==> src/rtl/tdc_pair_sequencer.sv <==
`timescale 1ns/1ps
// -----------------------------------------------------------------------------
// tdc_pair_sequencer
//
// Sits in front of the TDC pair-difference datapath. It groups the raw
// measurement stream (dval/mlt) into ordered (A,B) pairs aligned to the
// clk_10k frame and hands each pair downstream over a valid/ready handshake.
// Lost, late and extra samples break the current pair, and pairing restarts
// on every frame start, so the A/B order can never slip by one sample.
//
// Ports:
//   clk, rst            system clock, asynchronous active-low reset
//   dval, mlt           one-cycle measurement strobe and its DATA_W-bit word
//   clk_10k             frame reference, asynchronous to clk
//   pair_valid/ready    handshake for pair_a, pair_b, pair_phase
//   pair_a, pair_b      first/second sample of the pair (bit-exact)
//   pair_phase          synchronised clk_10k level when A was captured
//   busy                pair in progress (S_SECOND or S_ISSUE)
//   err_timeout         pulse: A dropped, no B within TIMEOUT cycles
//   err_resync          pulse: A dropped by a frame start
//   err_overrun         pulse: sample arrived while a pair was pending
//
// Optional build macro TDC_SEQ_STATS_EN adds saturating 16-bit counters:
//   pair_cnt            accepted handshakes
//   drop_cnt            cycles carrying at least one error pulse
// -----------------------------------------------------------------------------
module tdc_pair_sequencer #(
  parameter int DATA_W      = 37,
  parameter int TIMEOUT     = 5000,  // must be >= 2
  parameter int SYNC_STAGES = 2      // must be >= 2
) (
  input  logic              clk,
  input  logic              rst,
  input  logic              dval,
  input  logic [DATA_W-1:0] mlt,
  input  logic              clk_10k,
  output logic              pair_valid,
  input  logic              pair_ready,
  output logic [DATA_W-1:0] pair_a,
  output logic [DATA_W-1:0] pair_b,
  output logic              pair_phase,
  output logic              busy,
  output logic              err_timeout,
  output logic              err_resync,
  output logic              err_overrun
`ifdef TDC_SEQ_STATS_EN
  ,
  output logic [15:0]       pair_cnt,
  output logic [15:0]       drop_cnt
`endif
);

  typedef enum logic [1:0] {
    S_WAIT_SYNC = 2'd0,
    S_FIRST     = 2'd1,
    S_SECOND    = 2'd2,
    S_ISSUE     = 2'd3
  } state_t;

  // The timer is compared against its pre-increment value, so the timeout
  // fires on the same edge at which the timer would reach TIMEOUT-1.
  localparam logic [15:0] TMO_LAST = 16'(TIMEOUT - 2);

  state_t              state_q, state_d;
  logic [15:0]         timer_q, timer_d;
  logic [DATA_W-1:0]   pair_a_q, pair_a_d;
  logic [DATA_W-1:0]   pair_b_q, pair_b_d;
  logic                pair_phase_q, pair_phase_d;
  logic                pair_valid_q, busy_q;
  logic                err_timeout_q, err_timeout_d;
  logic                err_resync_q, err_resync_d;
  logic                err_overrun_q, err_overrun_d;

  logic [SYNC_STAGES-1:0] sync_q;
  logic                   sync_prev_q;
  logic                   sync_lvl;
  logic                   frame_start;

  // clk_10k synchroniser and rising-edge detect
  always_ff @(posedge clk or negedge rst) begin
    if (!rst) begin
      sync_q      <= '0;
      sync_prev_q <= 1'b0;
    end else begin
      sync_q      <= {sync_q[SYNC_STAGES-2:0], clk_10k};
      sync_prev_q <= sync_q[SYNC_STAGES-1];
    end
  end

  assign sync_lvl    = sync_q[SYNC_STAGES-1];
  assign frame_start = sync_lvl & ~sync_prev_q;

  // Next-state logic: frame_start > dval > timeout inside S_SECOND
  always_comb begin
    state_d       = state_q;
    timer_d       = timer_q;
    pair_a_d      = pair_a_q;
    pair_b_d      = pair_b_q;
    pair_phase_d  = pair_phase_q;
    err_timeout_d = 1'b0;
    err_resync_d  = 1'b0;
    err_overrun_d = 1'b0;
    case (state_q)
      S_WAIT_SYNC: begin
        if (frame_start) state_d = S_FIRST;
      end
      S_FIRST: begin
        if (dval) begin
          pair_a_d     = mlt;
          pair_phase_d = sync_lvl;
          timer_d      = '0;
          state_d      = S_SECOND;
        end
      end
      S_SECOND: begin
        timer_d = timer_q + 16'd1;
        if (frame_start) begin
          err_resync_d = 1'b1;
          timer_d      = '0;
          if (dval) begin
            // The coincident sample opens the new pair.
            pair_a_d     = mlt;
            pair_phase_d = sync_lvl;
          end else begin
            state_d = S_FIRST;
          end
        end else if (dval) begin
          pair_b_d = mlt;
          timer_d  = '0;
          state_d  = S_ISSUE;
        end else if (timer_q == TMO_LAST) begin
          err_timeout_d = 1'b1;
          timer_d       = '0;
          state_d       = S_FIRST;
        end
      end
      S_ISSUE: begin
        // A pending pair is never cancelled; extra samples are discarded.
        if (dval) err_overrun_d = 1'b1;
        if (pair_ready) state_d = S_FIRST;
      end
      default: state_d = S_WAIT_SYNC;
    endcase
  end

  always_ff @(posedge clk or negedge rst) begin
    if (!rst) begin
      state_q       <= S_WAIT_SYNC;
      timer_q       <= '0;
      pair_a_q      <= '0;
      pair_b_q      <= '0;
      pair_phase_q  <= 1'b0;
      pair_valid_q  <= 1'b0;
      busy_q        <= 1'b0;
      err_timeout_q <= 1'b0;
      err_resync_q  <= 1'b0;
      err_overrun_q <= 1'b0;
    end else begin
      state_q       <= state_d;
      timer_q       <= timer_d;
      pair_a_q      <= pair_a_d;
      pair_b_q      <= pair_b_d;
      pair_phase_q  <= pair_phase_d;
      pair_valid_q  <= (state_d == S_ISSUE);
      busy_q        <= (state_d == S_SECOND) || (state_d == S_ISSUE);
      err_timeout_q <= err_timeout_d;
      err_resync_q  <= err_resync_d;
      err_overrun_q <= err_overrun_d;
    end
  end

  assign pair_valid  = pair_valid_q;
  assign pair_a      = pair_a_q;
  assign pair_b      = pair_b_q;
  assign pair_phase  = pair_phase_q;
  assign busy        = busy_q;
  assign err_timeout = err_timeout_q;
  assign err_resync  = err_resync_q;
  assign err_overrun = err_overrun_q;

`ifdef TDC_SEQ_STATS_EN
  function automatic logic [15:0] sat_inc(input logic [15:0] v, input logic en);
    sat_inc = (en && v != 16'hFFFF) ? v + 16'd1 : v;
  endfunction

  logic [15:0] pair_cnt_q, drop_cnt_q;
  logic        drop_any;

  // Counted from the next-state pulses so several errors in one cycle count once.
  assign drop_any = err_timeout_d | err_resync_d | err_overrun_d;

  always_ff @(posedge clk or negedge rst) begin
    if (!rst) begin
      pair_cnt_q <= '0;
      drop_cnt_q <= '0;
    end else begin
      pair_cnt_q <= sat_inc(pair_cnt_q, pair_valid_q & pair_ready);
      drop_cnt_q <= sat_inc(drop_cnt_q, drop_any);
    end
  end

  assign pair_cnt = pair_cnt_q;
  assign drop_cnt = drop_cnt_q;
`endif

endmodule
==> config.mk <==
export PLATFORM = sky130hd
export DESIGN_NAME = tdc_pair_sequencer
export DESIGN_NICKNAME = d
export VERILOG_FILES = /design/src/rtl/tdc_pair_sequencer.sv
export SDC_FILE = /design/constraint.sdc
export NUM_CORES = 1
export LEC_CHECK = 0
export BUFFER_PORTS_ARGS = -buffer_cell sky130_fd_sc_hd__buf_2
export CAP_MARGIN = 40
export CORE_MARGIN = 2
export CORE_UTILIZATION = 40
export DETAILED_ROUTE_END_ITERATION = 10
export PLACE_DENSITY = 0.64
export SLEW_MARGIN = 0
export SYNTH_ARGS = -nofsm -noshare
export SYNTH_HDL_FRONTEND = slang
export SYNTH_SLANG_ARGS = --single-unit
==> constraint.sdc <==
create_clock -name clk -period 3.89 [get_ports clk]
set_input_delay 0.778 -clock clk [delete_from_list [all_inputs] [get_ports clk]]
set_output_delay 0.778 -clock clk [all_outputs]
set_load 0.02 [all_outputs]
==> results.yml <==
outcome:
  status: "finished, final reports clean"
routing:
  routed-via-count: 2865
  vias_per_cell: 5.035
  dr.pass1.iters: 4
  drt-total-wl_mm: 8.992
  drc: 0
  ant_nets: 0
  wl_per_cell_um: 15.80
  drtIter0Drc: 183
global_route:
  antenna_found_initial: 0
  overflow: 0
  grt_max_degree: 56
  grt_pass1_vias: 2783
  grt_pass1_wl_mm: 14.13
  track_usage_pct: 15.45
sta:
  finalHoldViolCount: 0
  post-route-period-util_pct: 55.51
  clock_skew_ns: 0.01212
  clock.fmax_mhz: 463.1
  finalSetupViolCount: 0
  min_period_ns: 2.159
  max_slew_margin_pct: 57.92
  setup_tns_ns: 0
  tightest_slew_ns: 0.6289
  rsz0062_at_grt: "no"
  final-max-slew-violation-count: 0
  hold_ws_ns: 0.3476
place:
  gp_congestion: 0.7647
  hpwl_mm: 6.425
  io_buffer_count: 121
cells_and_area:
  register_area_mm2: 0.002502
  nFillCells: 958
  area_growth_pct: 19.77
  diodes: 0
  multi_input_area_mm2: 0.001723
  drive_gt1_share_pct: 52.21
  post-route-util_pct: 49.08
  nNetsFinal: 469
synthesis:
  ys_seq_area_share_pct: 56.58
  ys.warnings.count: 0
  yosys.area.top_type: "dfrtp_1"
  synth_most_common_cell: "dfrtp_1"
  synth.top_cell.area_share_pct: 56.58
  syn-num-nets: 350
  synth-async-reset-ratio_pct: 100.0
  synthTopCellsByArea: "dfrtp_1 57%, mux2_4 17%, mux2_2 6.4%"
  yosys_register_bits: 100
  synthCells: 306
  yosys-top-cells-count: "100 x dfrtp_1, 50 x mux2_4, 25 x mux2_2, 14 x nand2_1, 11 x a31oi_1"
  synthesis.area_mm2: 0.004423
  synth.avg_cell_area_um2: 14.45
  synth_cell_types: 48
  ys.flop_type: "dfrtp_1"
  synth_edf_count: 0
worst_setup_path:
  endpoint_kind: "flip-flop"
  crit_start: "state_q[0]"
  worstPathMaxFanout: 15
  timing.rr.start: "state_q[0]"
  arrival_ns: 2.41
  crit_path_start_kind: "flip-flop"
  path_class: "flip-flop to flip-flop"
  required_ns: 4.14
cts:
  cts_hold_buf: 0
  cts_setup_buffers: 0
  cts_tree: "built"
  root_buffer: "clkbuf_8"
  clk_latency_ns: 0.36
  htree_levels: 3
  cts_max_path_buffers: 2
  post_cts_resized: 0
  numCtsBuffers: 9
  clock-sinks: 100
  clkTransAtPathRegs_ns: 0.09
pwr:
  leakage_nw: 2.655
  total_power_w: 0.004317
  vdd_drop_max_mv: 0.3360
  powerDensity_mw_per_mm2: 814.8
floorplanning:
  floorplan.die.height_um: 109.2
  rows: 38
  ios: 122
  core_area_mm2: 0.01079
  chipWidth_um: 109.2
  initial_utilization_pct: 40.98
  die_area_mm2: 0.01191
worst_hold_path:
  hold_path_class: "input port to async pin"
run:
  drv_cap: 0
==> cells by family after synthesis <==
family	share of synthesized area, %
flip-flops	56.58
adder cells (fa/ha/maj)	0.5657
AND/OR/NAND/NOR	8.006
multiplexers	24.02
buffers and inverters	4.639
AO/OA/AOI/OAI	5.998
XOR/XNOR	0.1981
==> placed cells by master (no fill, tap or decap), types with 2 or more instances in the layout <==
| cell type | count |
|---|---|
| a21oi_1 | 5 |
| a31oi_1 | 11 |
| a41oi_1 | 2 |
| and2_1 | 4 |
| and3_1 | 5 |
| and4_1 | 2 |
| buf_2 | 120 |
| buf_4 | 7 |
| clkbuf_8 | 10 |
| clkinv_2 | 2 |
| dfrtp_1 | 100 |
| ha_1 | 2 |
| inv_1 | 7 |
| mux2_2 | 25 |
| mux2_4 | 50 |
| mux2i_1 | 3 |
| nand2_1 | 14 |
| nand2b_1 | 3 |
| nand3_1 | 6 |
| nand4_1 | 8 |
| nor2_1 | 2 |
| nor2b_1 | 3 |
| o2111ai_1 | 2 |
| o21a_1 | 2 |
| o21ai_0 | 6 |
| o22ai_1 | 2 |
| or3_1 | 2 |
==> final cells by class <==
| cell class | instances | share of cell area (%) |
|---|---|---|
| clock inverters | 4 | 0.9211 |
| flip-flops and latches | 100 | 47.24 |
| multi-input cells | 179 | 32.52 |
| well taps | 140 | 3.307 |
| clock buffers | 11 | 2.669 |
| inverters | 7 | 0.4960 |
| repair buffers | 128 | 12.85 |
==> critical path: stages, from the launching register on <==
cell and delay (ns):
dfrtp_1 0.51, nand2b_4 0.22, nor2_2 0.06, o21ai_4 0.53
buf_4 0.37, mux2_2 0.37
==> registers in the layout, indices dropped and copies added, names as in the netlist <==
name	flops
sync_q	2
state_q	1
busy	1
err_resync	1
timer_q	16
pair_phase	1
sync_prev_q	1
pair_valid	1
err_overrun	1
pair_b	37
err_timeout	1
pair_a	37
==> worst paths after layout <==
| check | endpoint | slack [ns] | cells after the start |
|---|---|---|---|
| min reg2reg | sync_q[1] | 0.36 | 0 |
| min | err_overrun | 0.35 | 1 |
| max | pair_a[15] | 1.73 | 5 |
| min in group clk | sync_q[1] | 0.36 | 0 |
| max reg2reg | pair_a[15] | 1.73 | 5 |
| max in group asynchronous | pair_a[25] | 2.65 | 3 |
==> routing by layer <==
metal	GRT usage, %	vias to the layer above	part of all wire [%]
li1	-	1337	-
met5	0	-	0
met2	24.71	105	48
met1	20.32	1421	45
met4	5.403	0	0.61
met3	4.005	2	6.3
==> power breakdown <==
group          internal [W]  leakage, nW  switching (W)
sequential          0.00147         1.22       0.000256
combinational      0.000914         1.33        0.00103
clock              0.000312       0.0996       0.000344
total               0.00269         2.66        0.00163
==> metrics by stage <==
step / cells / instance area [um2] / worst slack (ns)
2_1_floorplan: 306 / 4423 / 1.951
3_3_place_gp: 553 / 5080 / 1.528
3_5_place_dp: 554 / 5107 / 1.478
4_1_cts: 569 / 5298 / 1.670
5_1_grt: 569 / 5298 / 1.577
6_report: 569 / 5298 / 1.731
Power figures use the tool's default switching activity.
